==> src/rtl/idelay_tap_cal_pkg.sv <==
// Shared types and constants for the IDELAYE2 tap calibration sequencer.
// Holds the FSM state encoding, the tap and window-length widths, and the window-centre helper.
package idelay_cal_pkg;

    localparam int TAP_W   = 5;
    localparam int TAP_MAX = 31;
    localparam int LEN_W   = 6;

    typedef enum logic [3:0] {
        S_IDLE,
        S_CRST,
        S_WRDY,
        S_LOAD,
        S_SETTLE,
        S_CHECK,
        S_ACCUM,
        S_APPLY,
        S_DONE
    } cal_state_t;

    // Lower-middle tap of a window; an empty window maps to tap 0.
    function automatic logic [TAP_W-1:0] win_centre(input logic [TAP_W-1:0] start,
                                                    input logic [LEN_W-1:0] len);
        if (len == '0)
            return '0;
        return TAP_W'({1'b0, start} + ((len - LEN_W'(1)) >> 1));
    endfunction

endpackage

==> src/rtl/idelay_tap_cal_if.sv <==
// Handshake/status bundle between the calibration sequencer, the ADC setup logic and the delay bank.
// The master modport is taken by the sequencer; the slave modport by its environment.
interface idelay_tap_cal_if #(
    parameter int NUM_LANES = 14
);
    logic                   cal_start_i;
    logic                   idelayctrl_rdy_i;
    logic [NUM_LANES-1:0]   adc_dat_i;
    logic [NUM_LANES-1:0]   pattern_i;
    logic                   idelayctrl_rst_o;
    logic [5*NUM_LANES-1:0] cntvalue_o;
    logic                   ld_o;
    logic                   busy_o;
    logic                   done_o;
    logic [NUM_LANES-1:0]   fail_o;
    logic                   err_o;

    modport master (
        input  cal_start_i, idelayctrl_rdy_i, adc_dat_i, pattern_i,
        output idelayctrl_rst_o, cntvalue_o, ld_o, busy_o, done_o, fail_o, err_o
    );

    modport slave (
        output cal_start_i, idelayctrl_rdy_i, adc_dat_i, pattern_i,
        input  idelayctrl_rst_o, cntvalue_o, ld_o, busy_o, done_o, fail_o, err_o
    );
endinterface

==> src/rtl/idelay_tap_cal_win_track.sv <==
// Per-lane passing-window tracker: follows the current run of passing taps and keeps the longest.
// Ties keep the earlier window because the best window is only replaced on a strictly longer run.
module idelay_win_track
    import idelay_cal_pkg::*;
(
    input  logic             clk,
    input  logic             rst,
    input  logic             clr,
    input  logic             acc,
    input  logic             pass,
    input  logic [TAP_W-1:0] tap,
    output logic [TAP_W-1:0] centre,
    output logic             fail
);
    logic [LEN_W-1:0] run_len;
    logic [TAP_W-1:0] run_start;
    logic [LEN_W-1:0] best_len;
    logic [TAP_W-1:0] best_start;
    logic [LEN_W-1:0] run_next;
    logic [TAP_W-1:0] start_next;

    always_comb begin
        run_next   = run_len + LEN_W'(1);
        start_next = (run_len == '0) ? tap : run_start;
    end

    always_ff @(posedge clk) begin
        if (rst || clr) begin
            run_len    <= '0;
            run_start  <= '0;
            best_len   <= '0;
            best_start <= '0;
        end else if (acc) begin
            if (pass) begin
                run_len   <= run_next;
                run_start <= start_next;
                if (run_next > best_len) begin
                    best_len   <= run_next;
                    best_start <= start_next;
                end
            end else begin
                run_len <= '0;
            end
        end
    end

    assign centre = win_centre(best_start, best_len);
    assign fail   = (best_len == '0);

endmodule

==> src/rtl/idelay_tap_cal.sv <==
// IDELAYE2 VAR_LOAD tap calibration: resets IDELAYCTRL, sweeps taps 0..31 on all lanes, loads window centres.
// Optional macro IDELAY_CAL_RDY_TIMEOUT_EN bounds the wait for IDELAYCTRL RDY to RDY_TIMEOUT cycles.
module idelay_tap_cal
    import idelay_cal_pkg::*;
#(
    parameter int NUM_LANES     = 14,
    parameter int RST_CYCLES    = 16,
    parameter int SETTLE_CYCLES = 8,
    parameter int SAMPLES       = 256,
    parameter int RDY_TIMEOUT   = 4096
) (
    input  logic               clk_i,
    input  logic               rst_i,
    idelay_tap_cal_if.master   bus
);
    cal_state_t             state;
    logic [TAP_W-1:0]       tap;
    logic [15:0]            cnt;
    logic [NUM_LANES-1:0]   mism;
    logic [TAP_W-1:0]       centre [NUM_LANES];
    logic [NUM_LANES-1:0]   lane_fail;
    logic [5*NUM_LANES-1:0] centre_word;
    logic                   start_go;
    logic                   trk_acc;

`ifdef IDELAY_CAL_RDY_TIMEOUT_EN
    logic [$clog2(RDY_TIMEOUT+1)-1:0] wait_cnt;
`endif

    assign start_go = bus.cal_start_i && (state == S_IDLE || state == S_DONE);
    assign trk_acc  = (state == S_ACCUM);

    for (genvar k = 0; k < NUM_LANES; k++) begin : g_lane
        idelay_win_track u_trk (
            .clk    (clk_i),
            .rst    (rst_i),
            .clr    (start_go),
            .acc    (trk_acc),
            .pass   (~mism[k]),
            .tap    (tap),
            .centre (centre[k]),
            .fail   (lane_fail[k])
        );
        assign centre_word[5*k +: 5] = centre[k];
    end

    always_ff @(posedge clk_i) begin
        if (rst_i) begin
            state                <= S_IDLE;
            tap                  <= '0;
            cnt                  <= '0;
            mism                 <= '0;
            bus.idelayctrl_rst_o <= 1'b0;
            bus.cntvalue_o       <= '0;
            bus.ld_o             <= 1'b0;
            bus.busy_o           <= 1'b0;
            bus.done_o           <= 1'b0;
            bus.fail_o           <= '0;
            bus.err_o            <= 1'b0;
`ifdef IDELAY_CAL_RDY_TIMEOUT_EN
            wait_cnt             <= '0;
`endif
        end else begin
            bus.ld_o <= 1'b0;
            case (state)
                S_IDLE, S_DONE: begin
                    if (bus.cal_start_i) begin
                        bus.done_o           <= 1'b0;
                        bus.fail_o           <= '0;
                        bus.err_o            <= 1'b0;
                        bus.busy_o           <= 1'b1;
                        bus.idelayctrl_rst_o <= 1'b1;
                        tap                  <= '0;
                        cnt                  <= '0;
                        mism                 <= '0;
                        state                <= S_CRST;
                    end
                end
                S_CRST: begin
                    if (cnt == 16'(RST_CYCLES - 1)) begin
                        cnt                  <= '0;
                        bus.idelayctrl_rst_o <= 1'b0;
`ifdef IDELAY_CAL_RDY_TIMEOUT_EN
                        wait_cnt             <= '0;
`endif
                        state                <= S_WRDY;
                    end else begin
                        cnt <= cnt + 16'd1;
                    end
                end
                S_WRDY: begin
                    if (bus.idelayctrl_rdy_i) begin
                        bus.cntvalue_o <= {NUM_LANES{tap}};
                        bus.ld_o       <= 1'b1;
                        state          <= S_LOAD;
                    end
`ifdef IDELAY_CAL_RDY_TIMEOUT_EN
                    // Give up with the delay taps left as they were.
                    else if (wait_cnt == ($bits(wait_cnt))'(RDY_TIMEOUT - 1)) begin
                        bus.err_o  <= 1'b1;
                        bus.fail_o <= '1;
                        bus.busy_o <= 1'b0;
                        bus.done_o <= 1'b1;
                        state      <= S_DONE;
                    end else begin
                        wait_cnt <= wait_cnt + 1'b1;
                    end
`endif
                end
                S_LOAD: begin
                    cnt   <= '0;
                    state <= S_SETTLE;
                end
                S_SETTLE: begin
                    if (cnt == 16'(SETTLE_CYCLES - 1)) begin
                        cnt   <= '0;
                        state <= S_CHECK;
                    end else begin
                        cnt <= cnt + 16'd1;
                    end
                end
                S_CHECK: begin
                    mism <= mism | (bus.adc_dat_i ^ bus.pattern_i);
                    if (cnt == 16'(SAMPLES - 1)) begin
                        cnt   <= '0;
                        state <= S_ACCUM;
                    end else begin
                        cnt <= cnt + 16'd1;
                    end
                end
                S_ACCUM: begin
                    mism <= '0;
                    if (tap == TAP_W'(TAP_MAX)) begin
                        state <= S_APPLY;
                    end else begin
                        tap            <= tap + TAP_W'(1);
                        bus.cntvalue_o <= {NUM_LANES{tap + TAP_W'(1)}};
                        bus.ld_o       <= 1'b1;
                        state          <= S_LOAD;
                    end
                end
                // Trackers have absorbed the last tap by now, so the centres are final.
                S_APPLY: begin
                    bus.cntvalue_o <= centre_word;
                    bus.fail_o     <= lane_fail;
                    bus.ld_o       <= 1'b1;
                    bus.busy_o     <= 1'b0;
                    bus.done_o     <= 1'b1;
                    state          <= S_DONE;
                end
                default: state <= S_IDLE;
            endcase
        end
    end

endmodule

==> src/flat_wrapper.sv <==
// flat-port wrapper written by rule: the top's interface ports become plain ports
module idelay_tap_cal_flat import idelay_cal_pkg::*;
#(
    parameter int NUM_LANES     = 14,
    parameter int RST_CYCLES    = 16,
    parameter int SETTLE_CYCLES = 8,
    parameter int SAMPLES       = 256,
    parameter int RDY_TIMEOUT   = 4096
)
  (clk_i, rst_i, bus_cal_start_i, bus_idelayctrl_rdy_i, bus_adc_dat_i, bus_pattern_i, bus_idelayctrl_rst_o, bus_cntvalue_o, bus_ld_o, bus_busy_o, bus_done_o, bus_fail_o, bus_err_o);
  idelay_tap_cal_if #(.NUM_LANES(NUM_LANES)) bus_i ();
  input  logic clk_i;
  input  logic rst_i;
  input wire logic [$bits(bus_i.cal_start_i)-1:0] bus_cal_start_i;
  input wire logic [$bits(bus_i.idelayctrl_rdy_i)-1:0] bus_idelayctrl_rdy_i;
  input wire logic [$bits(bus_i.adc_dat_i)-1:0] bus_adc_dat_i;
  input wire logic [$bits(bus_i.pattern_i)-1:0] bus_pattern_i;
  output wire logic [$bits(bus_i.idelayctrl_rst_o)-1:0] bus_idelayctrl_rst_o;
  output wire logic [$bits(bus_i.cntvalue_o)-1:0] bus_cntvalue_o;
  output wire logic [$bits(bus_i.ld_o)-1:0] bus_ld_o;
  output wire logic [$bits(bus_i.busy_o)-1:0] bus_busy_o;
  output wire logic [$bits(bus_i.done_o)-1:0] bus_done_o;
  output wire logic [$bits(bus_i.fail_o)-1:0] bus_fail_o;
  output wire logic [$bits(bus_i.err_o)-1:0] bus_err_o;
  assign bus_i.cal_start_i = bus_cal_start_i;
  assign bus_i.idelayctrl_rdy_i = bus_idelayctrl_rdy_i;
  assign bus_i.adc_dat_i = bus_adc_dat_i;
  assign bus_i.pattern_i = bus_pattern_i;
  assign bus_idelayctrl_rst_o = bus_i.idelayctrl_rst_o;
  assign bus_cntvalue_o = bus_i.cntvalue_o;
  assign bus_ld_o = bus_i.ld_o;
  assign bus_busy_o = bus_i.busy_o;
  assign bus_done_o = bus_i.done_o;
  assign bus_fail_o = bus_i.fail_o;
  assign bus_err_o = bus_i.err_o;
  idelay_tap_cal #(.NUM_LANES(NUM_LANES), .RST_CYCLES(RST_CYCLES), .SETTLE_CYCLES(SETTLE_CYCLES), .SAMPLES(SAMPLES), .RDY_TIMEOUT(RDY_TIMEOUT)) u_core (.clk_i(clk_i), .rst_i(rst_i), .bus(bus_i));
endmodule
==> config.mk <==
export PLATFORM = sky130hd
export DESIGN_NAME = idelay_tap_cal_flat
export DESIGN_NICKNAME = d
export VERILOG_FILES = /design/src/rtl/idelay_tap_cal_pkg.sv /design/src/rtl/idelay_tap_cal_if.sv /design/src/rtl/idelay_tap_cal_win_track.sv /design/src/rtl/idelay_tap_cal.sv /design/src/flat_wrapper.sv
export SDC_FILE = /design/constraint.sdc
export NUM_CORES = 1
export LEC_CHECK = 0
export BUFFER_PORTS_ARGS = -buffer_cell sky130_fd_sc_hd__clkbuf_2
export CORE_MARGIN = 4
export CORE_UTILIZATION = 38
export CTS_CLUSTER_DIAMETER = 200
export DETAILED_ROUTE_END_ITERATION = 6
export PLACE_DENSITY = 0.5
export SKIP_CTS_REPAIR_TIMING = 1
export SYNTH_ARGS = -nofsm -noshare
export SYNTH_HDL_FRONTEND = slang
export SYNTH_SLANG_ARGS = --single-unit
==> constraint.sdc <==
create_clock -name clk_i -period 4.8 [get_ports clk_i]
set_input_delay 0 -clock clk_i [delete_from_list [all_inputs] [get_ports clk_i]]
set_output_delay 0 -clock clk_i [all_outputs]
set_load 0.005 [all_outputs]
==> results.md <==
* Worst vdd rail ir drop at 0.255 mV
* Number of enable-type register cells in the synthesized netlist at 0
* Maxcap violations at 0
* CTS Sinks at 435
* Worst Clk Skew at 0.0271 ns
* Final standard cell utilization of the core at 43.3%
* CORE AREA at 63000 um^2
* Total power at 0.00884 W
* Maximum number of pins on one net before global-route repair at 102
* Fraction of power spent switching nets at 27.6%
* Time the worst path needs with I/O delays and setup at 3.31 ns
* Critical setup path kind: reg -> reg
* Hold WC Path Type: in -> reg
* Fraction of power consumed by sequential logic at 44.1%
* Final setup violating endpoints at 0
* TritonCTS clock tree: done
* Clock latency on the worst-skew pair at 0.60 ns
* Iter 0 DRT Violations at 862
* Worst-case hold slack at -0.0218 ns
* Overall routing resource usage at 18.4%
* Met2 Use GR at 30.1%
* Commonest register cell after synthesis: dfxtp_1
* Worst hold path cell count at 5
* Required arrival time at the worst endpoint at 5.31 ns
* Violations in the final reports: hold timing
* Smallest setup slack after layout at 1.49 ns
* Vias in the first global route at 18306
* Clock network fraction of design power at 44.1%
* H-tree levels at 2
* Root Buffer: clkbuf_16
* Run status: finished with violations
* Average wire length per cell after detail routing at 16.9 um
* Number of distinct library cell variants in the gate-level netlist after synthesis at 61
* Synth warnings at 0
* Number of instances in the synthesized netlist at 2755
* Vias at 18853
* IO buf count at 119
* Biggest cell delay along the critical path at 0.94 ns
* Power spent charging and discharging nets at 0.00244 W
* Net count after synthesis at 3000
* Synthesized area per cell at 8.75 um^2
* Netlist area before placement at 24100 um^2
* Fraction of the cycle the final worst path needs at 69.0%
* Count of TritonRoute iterations in the first routing pass at 5
* Die Footprint at 67500 um^2
* Clock-pin slew on the worst setup and hold paths at 0.06 ns
* Number of nets with antenna violations after detailed routing at 0
* Largest area contributor in the netlist: dfxtp_1
* Share of cells above drive strength 1 at 9.61%
* Most Crowded Layer GR: met2
* Number of register bits inferred by synthesis at 435
* Ports placed on the boundary at 121
* Met3 GRT Util at 2.30%
* Die height at 260 um
* Critical path startpoint category: flip-flop
* Slowest CP cell: dfxtp_2
* Aggregate global routing overflow at 0
* Die width at 260 um
* Maximum clock path buffer count at 3
* Detailed placer's ending HPWL at 43400 um
* Row count at 92
* Logic gate share of total power at 11.8%
* Area share of the largest cell type after synthesis at 36.1%
* Unrepaired setup endpoints after global routing: no
* Remaining routing DRC violations at 0
* Total wirelength of the detailed-routed design at 62600 um
* Endpoints failing hold at 1
* Setup TNS at 0 ns
* Highest attainable clock frequency at 302 MHz
* Effective utilization at floorplan at 38.3%
* Kind of capture point of the worst setup path: flip-flop
* Chain of cells forming the critical path: and3_1, ha_1, nand2b_1, a22oi_1, or2_1, a211o_1, buf_4, a21oi_1, nor3_1
* Count of nets after finishing at 3069
* CP Max Fanout at 35
* Pins over their slew limit at 0
* Design internal power at 0.00640 W
* Part of the Yosys area used for sequential elements at 36.1%
* Final Wtd Congestion at 0.820
* Share of flip-flops with an asynchronous set or reset after synthesis at 0%
* Leakage dissipation at 10.9 nW
* Reg2reg path depth at 9
* Met1 usage at 25.1%
* TritonCTS buffer count at 52
* Worst-Margin Slew at 1.37 ns
* Layout-stage area growth over the synthesis result at 13.0%
* Vias per cell at 5.08
* Cell Pwr Density at 325 nW/um^2
* Wire length of the first global-routing pass at 100000 um
* Synth area leaders: dfxtp_1 36%, ha_1 10%, mux2i_1 8.9%
* Headroom to the max-slew limit at 8.68%
* Number of antenna violations at the first check in global routing at 0
* Crit path DAT at 3.82 ns
* Worst Setup Slack post-DPL at 1.45 ns
through the flow:
step,area [um^2],hold slack (ns),instances
after floorplan,24100,0.258,2755
after global placement,25200,0.369,3586
after detailed placement,25200,0.375,3586
after CTS,26900,-0.278,3679
after global routing,27200,0.0108,3709
final,27200,-0.0218,3710
flip-flops by register name, summed over array words and instances, names as in the netlist:
name and flops:
u_core.bus.idelayctrl_rst_o 1, u_core.g_lane.u_trk.best_len 84, u_core.cnt 16, u_core.bus.busy_o 1
u_core.state 4, u_core.bus.ld_o 1, u_core.bus.fail_o 14, u_core.mism 14
u_core.bus.done_o 1, u_core.g_lane.u_trk.run_start 70, u_core.tap 5, u_core.g_lane.u_trk.best_start 70
u_core.g_lane.u_trk.run_len 84, u_core.bus.cntvalue_o 70
area by class of cell:
class | instances | area [um^2]
multi-input combinational | 1953 | 13900
clock buffer | 73 | 1520
inverter | 212 | 796
fill | 6244 | 35700
clock inverter | 20 | 178
sequential | 435 | 8710
tap | 846 | 1060
timing repair buffer | 170 | 1090
antenna | 1 | 2.50
power groups by stage:
stage / clock network (W) / registers, W / logic [W]
finish: 0.00390 / 0.00390 / 0.00104
global route: 0.00417 / 0.00392 / 0.00115
CTS: 0.00404 / 0.00390 / 0.00103
detailed placement: 0 / 0.00398 / 0.00103
global placement: 0 / 0.00398 / 0.00102
floorplan: 0 / 0.00392 / 0.000664
cells in the mapped netlist (all sizes together), types with 5 or more instances:
cell	n
nand4	5
and4	10
nor3	94
nand2	69
buf	69
a22oi	44
dfxtp	435
xnor2	130
mux2i	215
nand3b	16
a211oi	115
nand2b	21
a21oi	185
and2	44
nor3b	14
o21a	6
xor2	65
and3	18
inv	212
o21ai	32
clkbuf	86
nor2b	14
nor4	18
ha	199
nor2	444
nand3	108
o21bai	7
a21o	42
fa	14
layer usage:
layer	part of all wire [%]	vias to the layer above	wire length (um)
met5	0	-	0
li1	-	9520	-
met3	3.7	92	2350
met2	45	315	28100
met1	48	8926	30300
met4	3.0	0	1910
cell usage in the layout, fill, tap and decap left out, types with 12 or more instances in the layout:
| master | instances |
|---|---|
| buf_4 | 19 |
| a21o_1 | 42 |
| and2_1 | 44 |
| nand3_1 | 108 |
| dlygate4sd3_1 | 30 |
| ha_1 | 199 |
| xor2_1 | 65 |
| nand3b_1 | 15 |
| fa_1 | 14 |
| nand2_1 | 68 |
| mux2i_1 | 215 |
| nor3_1 | 94 |
| xnor2_1 | 130 |
| nor2_4 | 14 |
| a21oi_1 | 170 |
| clkbuf_16 | 53 |
| a22oi_1 | 44 |
| nor3b_1 | 14 |
| clkbuf_2 | 118 |
| a21oi_4 | 14 |
| and3_1 | 18 |
| nor2b_1 | 14 |
| nand2b_1 | 21 |
| a211oi_1 | 108 |
| o21ai_0 | 26 |
| nor4_1 | 17 |
| clkbuf_8 | 12 |
| dfxtp_1 | 434 |
| nor2_1 | 429 |
| inv_1 | 212 |
critical path, delay by kind of cell, from the launching register on:
| family | cells | cell delay [ns] |
|---|---|---|
| AOI/OAI and AO/OA | 3 | 0.86 |
| buffers and inverters | 1 | 0.32 |
| DFF | 1 | 0.94 |
| adders and majority gates | 1 | 0.17 |
| and+or+nand+nor | 4 | 0.92 |
final timing paths:
check	start	endpoint	slack [ns]
setup / recovery	u_core.tap[2]$_SDFFE_PP0P_	u_core.bus.cntvalue_o[14]$_SDFFE_PP0P_	1.49
setup reg to reg	u_core.tap[2]$_SDFFE_PP0P_	u_core.bus.cntvalue_o[14]$_SDFFE_PP0P_	1.49
hold / removal	bus_idelayctrl_rdy_i	u_core.state[0]$_SDFFE_PP0P_	-0.02
hold reg to reg	u_core.bus.fail_o[7]$_SDFFE_PP0P_	u_core.bus.fail_o[7]$_SDFFE_PP0P_	0.46
kinds of logic (layout without fill, tap and decap cells):
group	count (synthesis)	in the layout	synth area share, %
simple gates	882	882	17.4
compound gates	447	447	12.6
flops	435	435	36.1
buf+inv	367	475	6.39
mux	215	215	8.93
fa+ha+maj	213	213	11.5
xor+xnor	195	195	7.08
other cells	1	2	0.0156
Power figures use the tool's default switching activity.
